<file path="src/rtl/bus_dma_pkg.sv">
// rtl/bus_dma_pkg.sv - shared encodings for the bus_dma block
package bus_dma_pkg;

  typedef enum logic [1:0] {
    ST_IDLE = 2'd0,
    ST_RD   = 2'd1,
    ST_WR   = 2'd2,
    ST_GAP  = 2'd3
  } state_e;

  localparam logic [7:0] ADDR_STATUS = 8'h00;
  localparam logic [7:0] ADDR_CTRL   = 8'h08;
  localparam logic [7:0] ADDR_SRC    = 8'h10;
  localparam logic [7:0] ADDR_DST    = 8'h11;
  localparam logic [7:0] ADDR_LEN    = 8'h12;
  localparam logic [7:0] ADDR_MODE   = 8'h13;

  localparam int STATUS_BUSY    = 0;
  localparam int STATUS_DONE    = 1;
  localparam int STATUS_ABORTED = 2;
  localparam int CTRL_START     = 0;
  localparam int CTRL_ABORT     = 1;

endpackage

</file>
<file path="src/rtl/bus_dma_regs.sv">
// rtl/bus_dma_regs.sv - register file, command decode and read port timing
module bus_dma_regs
  import bus_dma_pkg::*;
(
  input  logic        clk,
  input  logic        reset,
  input  logic        cs_i,
  input  logic        we_i,
  input  logic [7:0]  address_i,
  input  logic [31:0] write_data_i,
  input  logic [2:0]  status_i,
  output logic [31:0] read_data_o,
  output logic        ready_o,
  output logic        start_o,
  output logic        abort_o,
  output logic [31:0] src_o,
  output logic [31:0] dst_o,
  output logic [15:0] len_o,
  output logic        mode_o
);

  logic [31:0] src_q, dst_q, read_data_q, read_data_d;
  logic [15:0] len_q;
  logic        mode_q, ready_q;
  logic        ctrl_wr, busy;

  assign busy    = status_i[STATUS_BUSY];
  assign ctrl_wr = cs_i && we_i && (address_i == ADDR_CTRL);
  // Abort wins over a start carried in the same write.
  assign abort_o = ctrl_wr && write_data_i[CTRL_ABORT];
  assign start_o = ctrl_wr && write_data_i[CTRL_START] && !write_data_i[CTRL_ABORT];

  always_comb begin
    read_data_d = 32'h0;
    if (!we_i) begin
      case (address_i)
        ADDR_STATUS: read_data_d = {29'h0, status_i};
        ADDR_SRC:    read_data_d = src_q;
        ADDR_DST:    read_data_d = dst_q;
        ADDR_LEN:    read_data_d = {16'h0, len_q};
        ADDR_MODE:   read_data_d = {31'h0, mode_q};
        default:     read_data_d = 32'h0;
      endcase
    end
  end

  always_ff @(posedge clk or posedge reset) begin
    if (reset) begin
      src_q       <= 32'h0;
      dst_q       <= 32'h0;
      len_q       <= 16'h0;
      mode_q      <= 1'b0;
      ready_q     <= 1'b0;
      read_data_q <= 32'h0;
    end else begin
      ready_q <= cs_i;
      if (cs_i) read_data_q <= read_data_d;
      if (cs_i && we_i && !busy) begin
        case (address_i)
          ADDR_SRC:  src_q  <= write_data_i;
          ADDR_DST:  dst_q  <= write_data_i;
          ADDR_LEN:  len_q  <= write_data_i[15:0];
          ADDR_MODE: mode_q <= write_data_i[0];
          default:   ;
        endcase
      end
    end
  end

  assign read_data_o = read_data_q;
  assign ready_o     = ready_q;
  assign src_o       = src_q;
  assign dst_o       = dst_q;
  assign len_o       = len_q;
  assign mode_o      = mode_q;

endmodule

</file>
<file path="src/rtl/bus_dma.sv">
// rtl/bus_dma.sv - copy/fill DMA engine on a picorv32-style native bus
module bus_dma
  import bus_dma_pkg::*;
(
  input  logic        clk,
  input  logic        reset,
  input  logic        cs,
  input  logic        we,
  input  logic [7:0]  address,
  input  logic [31:0] write_data,
  output logic [31:0] read_data,
  output logic        ready,
  output logic        mem_valid,
  input  logic        mem_ready,
  output logic [31:0] mem_addr,
  output logic [31:0] mem_wdata,
  output logic [3:0]  mem_wstrb,
  input  logic [31:0] mem_rdata,
  output logic        mem_instr,
  output logic        done
);

  state_e      state_q;
  logic [31:0] src_q, dst_q, buf_q, mem_addr_q, mem_wdata_q;
  logic [15:0] rem_q;
  logic [3:0]  mem_wstrb_q;
  logic        fill_q, last_rd_q, abort_pend_q, done_q, st_done_q, st_abort_q, mem_valid_q;
  logic        start, abort, mode;
  logic [31:0] src, dst, src_al, dst_al;
  logic [15:0] len;
  logic        busy;

  assign busy   = (state_q != ST_IDLE);
  assign src_al = {src[31:2], 2'b00};
  assign dst_al = {dst[31:2], 2'b00};

  bus_dma_regs u_regs (
    .clk          (clk),
    .reset        (reset),
    .cs_i         (cs),
    .we_i         (we),
    .address_i    (address),
    .write_data_i (write_data),
    .status_i     ({st_abort_q, st_done_q, busy}),
    .read_data_o  (read_data),
    .ready_o      (ready),
    .start_o      (start),
    .abort_o      (abort),
    .src_o        (src),
    .dst_o        (dst),
    .len_o        (len),
    .mode_o       (mode)
  );

  always_ff @(posedge clk or posedge reset) begin
    if (reset) begin
      state_q <= ST_IDLE;
      src_q <= 32'h0; dst_q <= 32'h0; buf_q <= 32'h0; rem_q <= 16'h0;
      fill_q <= 1'b0; last_rd_q <= 1'b0; abort_pend_q <= 1'b0;
      done_q <= 1'b0; st_done_q <= 1'b0; st_abort_q <= 1'b0;
      mem_valid_q <= 1'b0; mem_addr_q <= 32'h0; mem_wdata_q <= 32'h0; mem_wstrb_q <= 4'h0;
    end else begin
      done_q <= 1'b0;
      case (state_q)
        ST_IDLE: if (start) begin
          st_done_q <= 1'b0; st_abort_q <= 1'b0; abort_pend_q <= 1'b0;
          if (len == 16'h0) begin
            done_q <= 1'b1; st_done_q <= 1'b1;
          end else begin
            src_q <= mode ? src : src_al;
            dst_q <= dst_al; rem_q <= len; fill_q <= mode; buf_q <= src;
            mem_valid_q <= 1'b1;
            if (mode) begin
              state_q <= ST_WR; mem_addr_q <= dst_al; mem_wdata_q <= src; mem_wstrb_q <= 4'hf;
            end else begin
              state_q <= ST_RD; mem_addr_q <= src_al; mem_wstrb_q <= 4'h0;
            end
          end
        end
        ST_RD: if (mem_ready) begin
          buf_q <= mem_rdata; last_rd_q <= 1'b1; mem_valid_q <= 1'b0; state_q <= ST_GAP;
        end
        ST_WR: if (mem_ready) begin
          src_q <= src_q + 32'd4; dst_q <= dst_q + 32'd4; rem_q <= rem_q - 16'd1;
          last_rd_q <= 1'b0; mem_valid_q <= 1'b0; state_q <= ST_GAP;
        end
        ST_GAP: begin
          // A pending abort lets the word in flight finish its write first.
          if (rem_q == 16'h0 || (abort_pend_q && !last_rd_q)) begin
            state_q <= ST_IDLE; done_q <= 1'b1; abort_pend_q <= 1'b0;
            if (abort_pend_q) st_abort_q <= 1'b1;
            else st_done_q <= 1'b1;
          end else if (last_rd_q || fill_q) begin
            state_q <= ST_WR; mem_valid_q <= 1'b1; mem_addr_q <= dst_q;
            mem_wdata_q <= buf_q; mem_wstrb_q <= 4'hf;
          end else begin
            state_q <= ST_RD; mem_valid_q <= 1'b1; mem_addr_q <= src_q; mem_wstrb_q <= 4'h0;
          end
        end
        default: state_q <= ST_IDLE;
      endcase
      if (abort && busy) abort_pend_q <= 1'b1;
    end
  end

  assign mem_valid = mem_valid_q;
  assign mem_addr  = mem_addr_q;
  assign mem_wdata = mem_wdata_q;
  assign mem_wstrb = mem_wstrb_q;
  assign mem_instr = 1'b0;
  assign done      = done_q;

endmodule

</file>
<file path="config.mk">
export PLATFORM = sky130hd
export DESIGN_NAME = bus_dma
export DESIGN_NICKNAME = d
export VERILOG_FILES = /design/src/rtl/bus_dma_pkg.sv /design/src/rtl/bus_dma_regs.sv /design/src/rtl/bus_dma.sv
export SDC_FILE = /design/constraint.sdc
export NUM_CORES = 1
export LEC_CHECK = 0
export BUFFER_PORTS_ARGS = -buffer_cell sky130_fd_sc_hd__buf_4
export CAP_MARGIN = 20
export CORE_MARGIN = 5
export CORE_UTILIZATION = 40
export DETAILED_ROUTE_END_ITERATION = 8
export GPL_TIMING_DRIVEN = 1
export HOLD_SLACK_MARGIN = 0.02
export PLACE_DENSITY = 0.56
export SYNTH_ARGS = -nofsm -noshare
export SYNTH_HDL_FRONTEND = slang
export SYNTH_SLANG_ARGS = --single-unit
</file>
<file path="constraint.sdc">
create_clock -name clk -period 25.5 [get_ports clk]
set_input_delay 0 -clock clk [delete_from_list [all_inputs] [get_ports clk]]
set_output_delay 0 -clock clk [all_outputs]
set_load 0.03 [all_outputs]
</file>
* Yosys cells after proc, flatten, opt, wreduce, memory -nomap -nowiden *
Index checks and enable logic that the tools add are counted.

cells by class
  $add $sub $neg = 3
  multipliers = 0
  div/mod/pow operators = 0
  magnitude comparators = 0
  equal/unequal tests = 21
  shift operators = 0
  mux-type cells = 66
  bitwise logic cells = 1
  reduce and logical (&&, ||, !) cells = 39

operator list
  operator                 count
  $mux W32                 20
  $pmux W32 S2             5
  $pmux W32 S5             1
  $add A32 B3 Y32 const B  2
  $mux W16                 3
  $eq A8 B5 Y1 const B     4
  $logic_not A16 Y1        2
  $pmux W16 S2             1
  $reduce_and A4 Y1        6
  $mux W4                  5
  $ne A2 B2 Y1 const B     9
  $mux W1                  16
  $sub A16 B1 Y16 const B  1
  $mux W2                  7
  $reduce_and A3 Y1        4
  $pmux W1 S2              5
  $reduce_bool A2 Y1       5
  $eq A8 B4 Y1 const B     1
  $logic_and A1 B1 Y1      8
  $logic_not A8 Y1         1
  $pmux W4 S2              1
  $reduce_and A2 Y1        4
  $ne A3 B3 Y1 const B     2
  $pmux W2 S3              1
  other kinds (11)         16

storage, ports and cells
  register bits after elaboration = 303
  bits in latches = 0
  RAM bits = 0
  memory bits (read-only) = 0
  input port bits = 77
  memories kept = 0

* Logic depth before layout (Yosys ltp) *
  depth in word-level cells = 7
  gate-level depth with buffers = 10

* Modules after synthesis *
Synthesis repeated with hierarchy kept, for this count alone.

second synthesis, totals
  cell total of the unflattened synthesis = 1500
  area total of the unflattened synthesis = 15981.6 um^2

modules (own cells, without submodules)
  module        instances  cells an instance  area an instance (um^2)  sequential area each (um^2)
  bus_dma       1          1157               11083.1                  4604.4
  bus_dma_regs  1          343                4898.4                   2852.7

* Worst setup path after synthesis *
No wires, ideal clock.

  path type = register to register
  from = reg state_q[0]
  to = reg mem_wdata_q[0] (netlist: mem_wdata[0])
  library setup time = 0.125 ns
  arrival time = 2.260 ns
  path slack = 23.115 ns
  stages on the path, launching flop included = 10
  path buffers = 2
  clock period less this slack = 2.385 ns
  cell sequence = dfrtp_1 inv_1 ha_1 clkbuf_1 nor2_1 a31oi_1 o31ai_1 a2111oi_4 buf_6 mux2_4

between the ends
  longest elaborated chain between the ends = 3

ends and longest elaborated chain
  what                                                         line           text
  start: declaration                                           bus_dma.sv:23  state_e state_q;
  start signal: assignment                                     bus_dma.sv:57  state_q <= ST_IDLE;
  start signal: assignment                                     bus_dma.sv:74  state_q <= ST_WR; mem_addr_q <= dst_al; mem_wdata_q <= src; mem_wstrb_q <= 4'hf;
  start signal: assignment                                     bus_dma.sv:76  state_q <= ST_RD; mem_addr_q <= src_al; mem_wstrb_q <= 4'h0;
  $eq A2 B2 Y1 / $logic_not A2 Y1 (equally long branches)      bus_dma.sv:64  case (state_q)
  $ne A2 B2 Y1 (no source line), or another cell as far along  n/a
  $reduce_and A6 Y1 (no source line)                           n/a
  end signal: assignment                                       bus_dma.sv:61  mem_valid_q <= 1'b0; mem_addr_q <= 32'h0; mem_wdata_q <= 32'h0; mem_wstrb_q <= 4'h0;
  end signal: assignment                                       bus_dma.sv:74
  end signal: assignment                                       bus_dma.sv:95  mem_wdata_q <= buf_q; mem_wstrb_q <= 4'hf;
  end: declaration                                             bus_dma.sv:24  logic [31:0] src_q, dst_q, buf_q, mem_addr_q, mem_wdata_q;

Parallel ways exist; a longest one is shown, timed or not.
A chain may end at the register's enable or synchronous reset.

* Worst setup path in the final report *
  from = reg state_q[0]
  to = reg mem_wdata_q[27] (netlist: mem_wdata[27])

Same word-level chain as after synthesis.

==> impl_metrics.sql <==
INSERT INTO impl_metrics (metric_group, metric, value, unit) VALUES
('outcome', 'outcome', 'finished clean', ''),
('floorplanning', 'io_pins', '181', ''),
('yosys', 'synthCells', '1494', ''),
('worst_hold_path', 'hold_path.startpoint', 'we', ''),
('timing', 'clock.fmax', '0.2750', 'GHz'),
('setup_path', 'timing.critical_path.cells', 'inv_1, ha_1, inv_1, a21oi_2, buf_4, a2111oi_4, buf_4, mux2_4', ''),
('timing', 'pin_slew_with_the_least_headroom_to_its_limit', '1.012', 'ns'),
('floorplanning', 'dieWidth', '209.2', 'µm'),
('setup_path', 'startpoint_type', 'flop', ''),
('setup_path', 'cp_top_family', 'buffers and inverters', ''),
('yosys', 'synthDistinctLibCells', '68', ''),
('global_route', 'global_route_wire_length_before_repair', '80210', 'µm'),
('setup_path', 'largest_stage_delay_worst_path', '0.70', 'ns'),
('route', 'drtPass1Iterations', '5', ''),
('setup_path', 'critPathArrivalTime', '4.04', 'ns'),
('placed_design', 'gpl.final_weighted_congestion', '0.8640', ''),
('yosys', 'per_instance_average_area_after_synthesis', '10.62', 'µm²'),
('cells_and_area', 'synthToLayoutAreaGrowth', '22.20', '%'),
('placed_design', 'detailed_place.area', '17590', 'µm²'),
('yosys', 'synthesis.area', '15870', 'µm²'),
('global_route', 'grtUsageTotal', '0.2294', ''),
('power', 'p_per_area', '107.0', 'nW/µm²'),
('worst_hold_path', 'holdPathStages', '4', ''),
('yosys', 'yosys_most_used_dff', 'sky130_fd_sc_hd__dfrtp_1', ''),
('setup_path', 'slowest_stage', 'sky130_fd_sc_hd__a21oi_2', ''),
('worst_hold_path', 'timing.hold.worst_endpoint', 'abort_pend_q', ''),
('floorplanning', 'placeable_area', '39460', 'µm²'),
('yosys', 'synth-warning-count', '0', ''),
('yosys', 'synth_enable_flop_cells', '0', ''),
('setup_path', 'cp_data_required_time', '25.91', 'ns'),
('setup_path', 'critical_path.reg2reg.endpoint', 'mem_wdata[27]', ''),
('setup_path', 'worst-r2r-setup-slack', '21.86', 'ns'),
('clock_network', 'cts.clk_slew.worst_paths', '0.06', 'ns'),
('cells_and_area', 'final_design_area_excluding_fillers', '19400', 'µm²'),
('run', 'max_cap_violations', '0', ''),
('yosys', 'ys_seq_area_frac', '0.4698', ''),
('setup_path', 'end_kind', 'flop', ''),
('timing', 'worst_clock_skew', '0.01053', 'ns'),
('clock_network', 'cts_buffer_depth', '3', ''),
('cells_and_area', 'post_route_cells_drive_above_1_share', '0.3036', ''),
('setup_path', 'r2r.worst_path.cells', '8', ''),
('worst_hold_path', 'min_delay_path_class', 'in2reg', ''),
('global_route', 'via_count_of_the_first_global_routing_pass', '13130', ''),
('clock_network', 'cts_made_buffers', '35', ''),
('route', 'routed_wirelength', '51530', 'µm'),
('timing', 'grt_setup_unrepaired', 'no', ''),
('setup_path', 'criticalPathCategory', 'reg2reg', ''),
('floorplanning', 'std_cell_rows', '73', ''),
('yosys', 'ys_ff_latch', '298', ''),
('clock_network', 'clk_root_buffer_cell', 'sky130_fd_sc_hd__clkbuf_16', ''),
('route', 'drc', '0', ''),
('floorplanning', 'initial_core_utilization', '0.4023', ''),
('clock_network', 'post_cts_buffers', '0', ''),
('clock_network', 'cts_tree', 'yes', ''),
('timing', 'timing.final.hold_violations', '0', ''),
('route', 'initialDrtViolationCount', '1130', ''),
('floorplanning', 'die_y', '209.2', 'µm'),
('cells_and_area', 'final_common_cell', 'sky130_fd_sc_hd__dfrtp_1', ''),
('global_route', 'overflow', '0', ''),
('global_route', 'number_of_antenna_violations_at_the_first_check_in_global_routing', '1', ''),
('cells_and_area', 'antenna_cells', '0', ''),
('cells_and_area', 'final_cell_mix', 'sky130_fd_sc_hd__dfrtp_1, sky130_fd_sc_hd__mux2_2, sky130_fd_sc_hd__buf_4', ''),
('setup_path', 'cp_bufs_invs', '4', ''),
('timing', 'setup_total_negative_slack', '0', 'ns'),
('yosys', 'nets_in_the_synthesized_netlist', '1579', ''),
('timing', 'final.period_utilization', '0.1426', ''),
('route', 'wl_per_cell', '23.10', 'µm'),
('setup_path', 'critical_path_peak_fanout', '32', ''),
('route', 'antenna_violating_nets_post_route', '0', ''),
('cells_and_area', 'final_net_count', '1768', ''),
('timing', 'finalMaxSlewViolations', '0', '');
## Yosys cell counts (all sizes together) (28+ instances only)
master	n	share of area
buf	32	0.012
nor2b	33	0.013
nor2	78	0.018
nand2	51	0.012
a21oi	99	0.031
a211oi	45	0.021
o21ai	58	0.018
clkbuf	86	0.020
mux2i	48	0.030
mux2	240	0.18
dfrtp	298	0.47
nand3	45	0.014
o22ai	69	0.027
inv	51	0.012
nor3	28	0.0095
a31oi	44	0.017
## state kept, by name, indices dropped and copies added (netlist names), 30 cells and up
signal,flops
buf_q,32
dst_q,30
mem_addr,32
mem_wdata,32
src_q,32
u_regs.dst_o,32
u_regs.read_data_o,32
u_regs.src_o,32
## worst max path at each step
stage	depth (start not counted)	to	slack, ns	from
floorplan	1	abort_pend_q	17.27	reset
global placement	7	mem_wdata[4]	22.03	u_regs.len_o[11]
detailed placement	8	mem_wdata[27]	21.89	state_q[0]
CTS	8	mem_wdata[27]	21.86	state_q[0]
global route	9	dst_q[22]	21.63	state_q[0]
finish	8	mem_wdata[27]	21.86	state_q[0]
## worst min-delay path, stage by stage
cell                      delay, ns
sky130_fd_sc_hd__buf_4         0.13
sky130_fd_sc_hd__nand3_1       0.19
sky130_fd_sc_hd__nor4b_1       0.08
sky130_fd_sc_hd__a21o_1        0.14
## power breakdown
group          leakage [nW]  switching [mW]  internal [mW]
Combinational          4.31           0.526          0.365
Clock                 0.547           0.202          0.289
Sequential             3.83           0.111          0.584
## final cells by class
type | count | area (µm²)
Fill cell | 3632 | 20060
Multi-Input combinational cell | 1027 | 7780
Sequential cell | 298 | 7458
Timing Repair Buffer | 270 | 2200
Clock buffer | 51 | 1026
Tap cell | 525 | 656.9
Inverter | 51 | 198.9
Clock inverter | 9 | 76.32
## routing by layer
metal,track usage,vias up,wire [µm]
li1,-,5975,-
met1,0.3391,6545,23820
met2,0.3438,452,22900
met3,0.04684,88,3489
met4,0.06166,0,1325
met5,0,-,0
## cell families after synthesis
kind of cell             count (synthesis)  synth area share
AO/OA/AOI/OAI                          402            0.1617
adder cells (fa/ha/maj)                  8          0.006306
buffers and inverters                  169           0.04462
flip-flops                             298            0.4698
multiplexers                           289            0.2090
other                                    1         0.0002363
AND/OR/NAND/NOR                        327            0.1083
## through the flow
step,hold WS [ns],setup WS (ns),std cells,util,power [mW]
after floorplan,0.03143,17.27,1494,-,1.316
after global placement,0.2299,22.03,2100,0.4457,1.567
after detailed placement,0.2274,21.89,2100,0.4457,1.579
after CTS,0.02934,21.86,2230,0.4914,2.086
after global routing,0.08170,21.63,2231,0.4916,2.193
final,0.06186,21.86,2231,0.4916,2.076
Note: power is estimated with default switching activity, not from simulation.
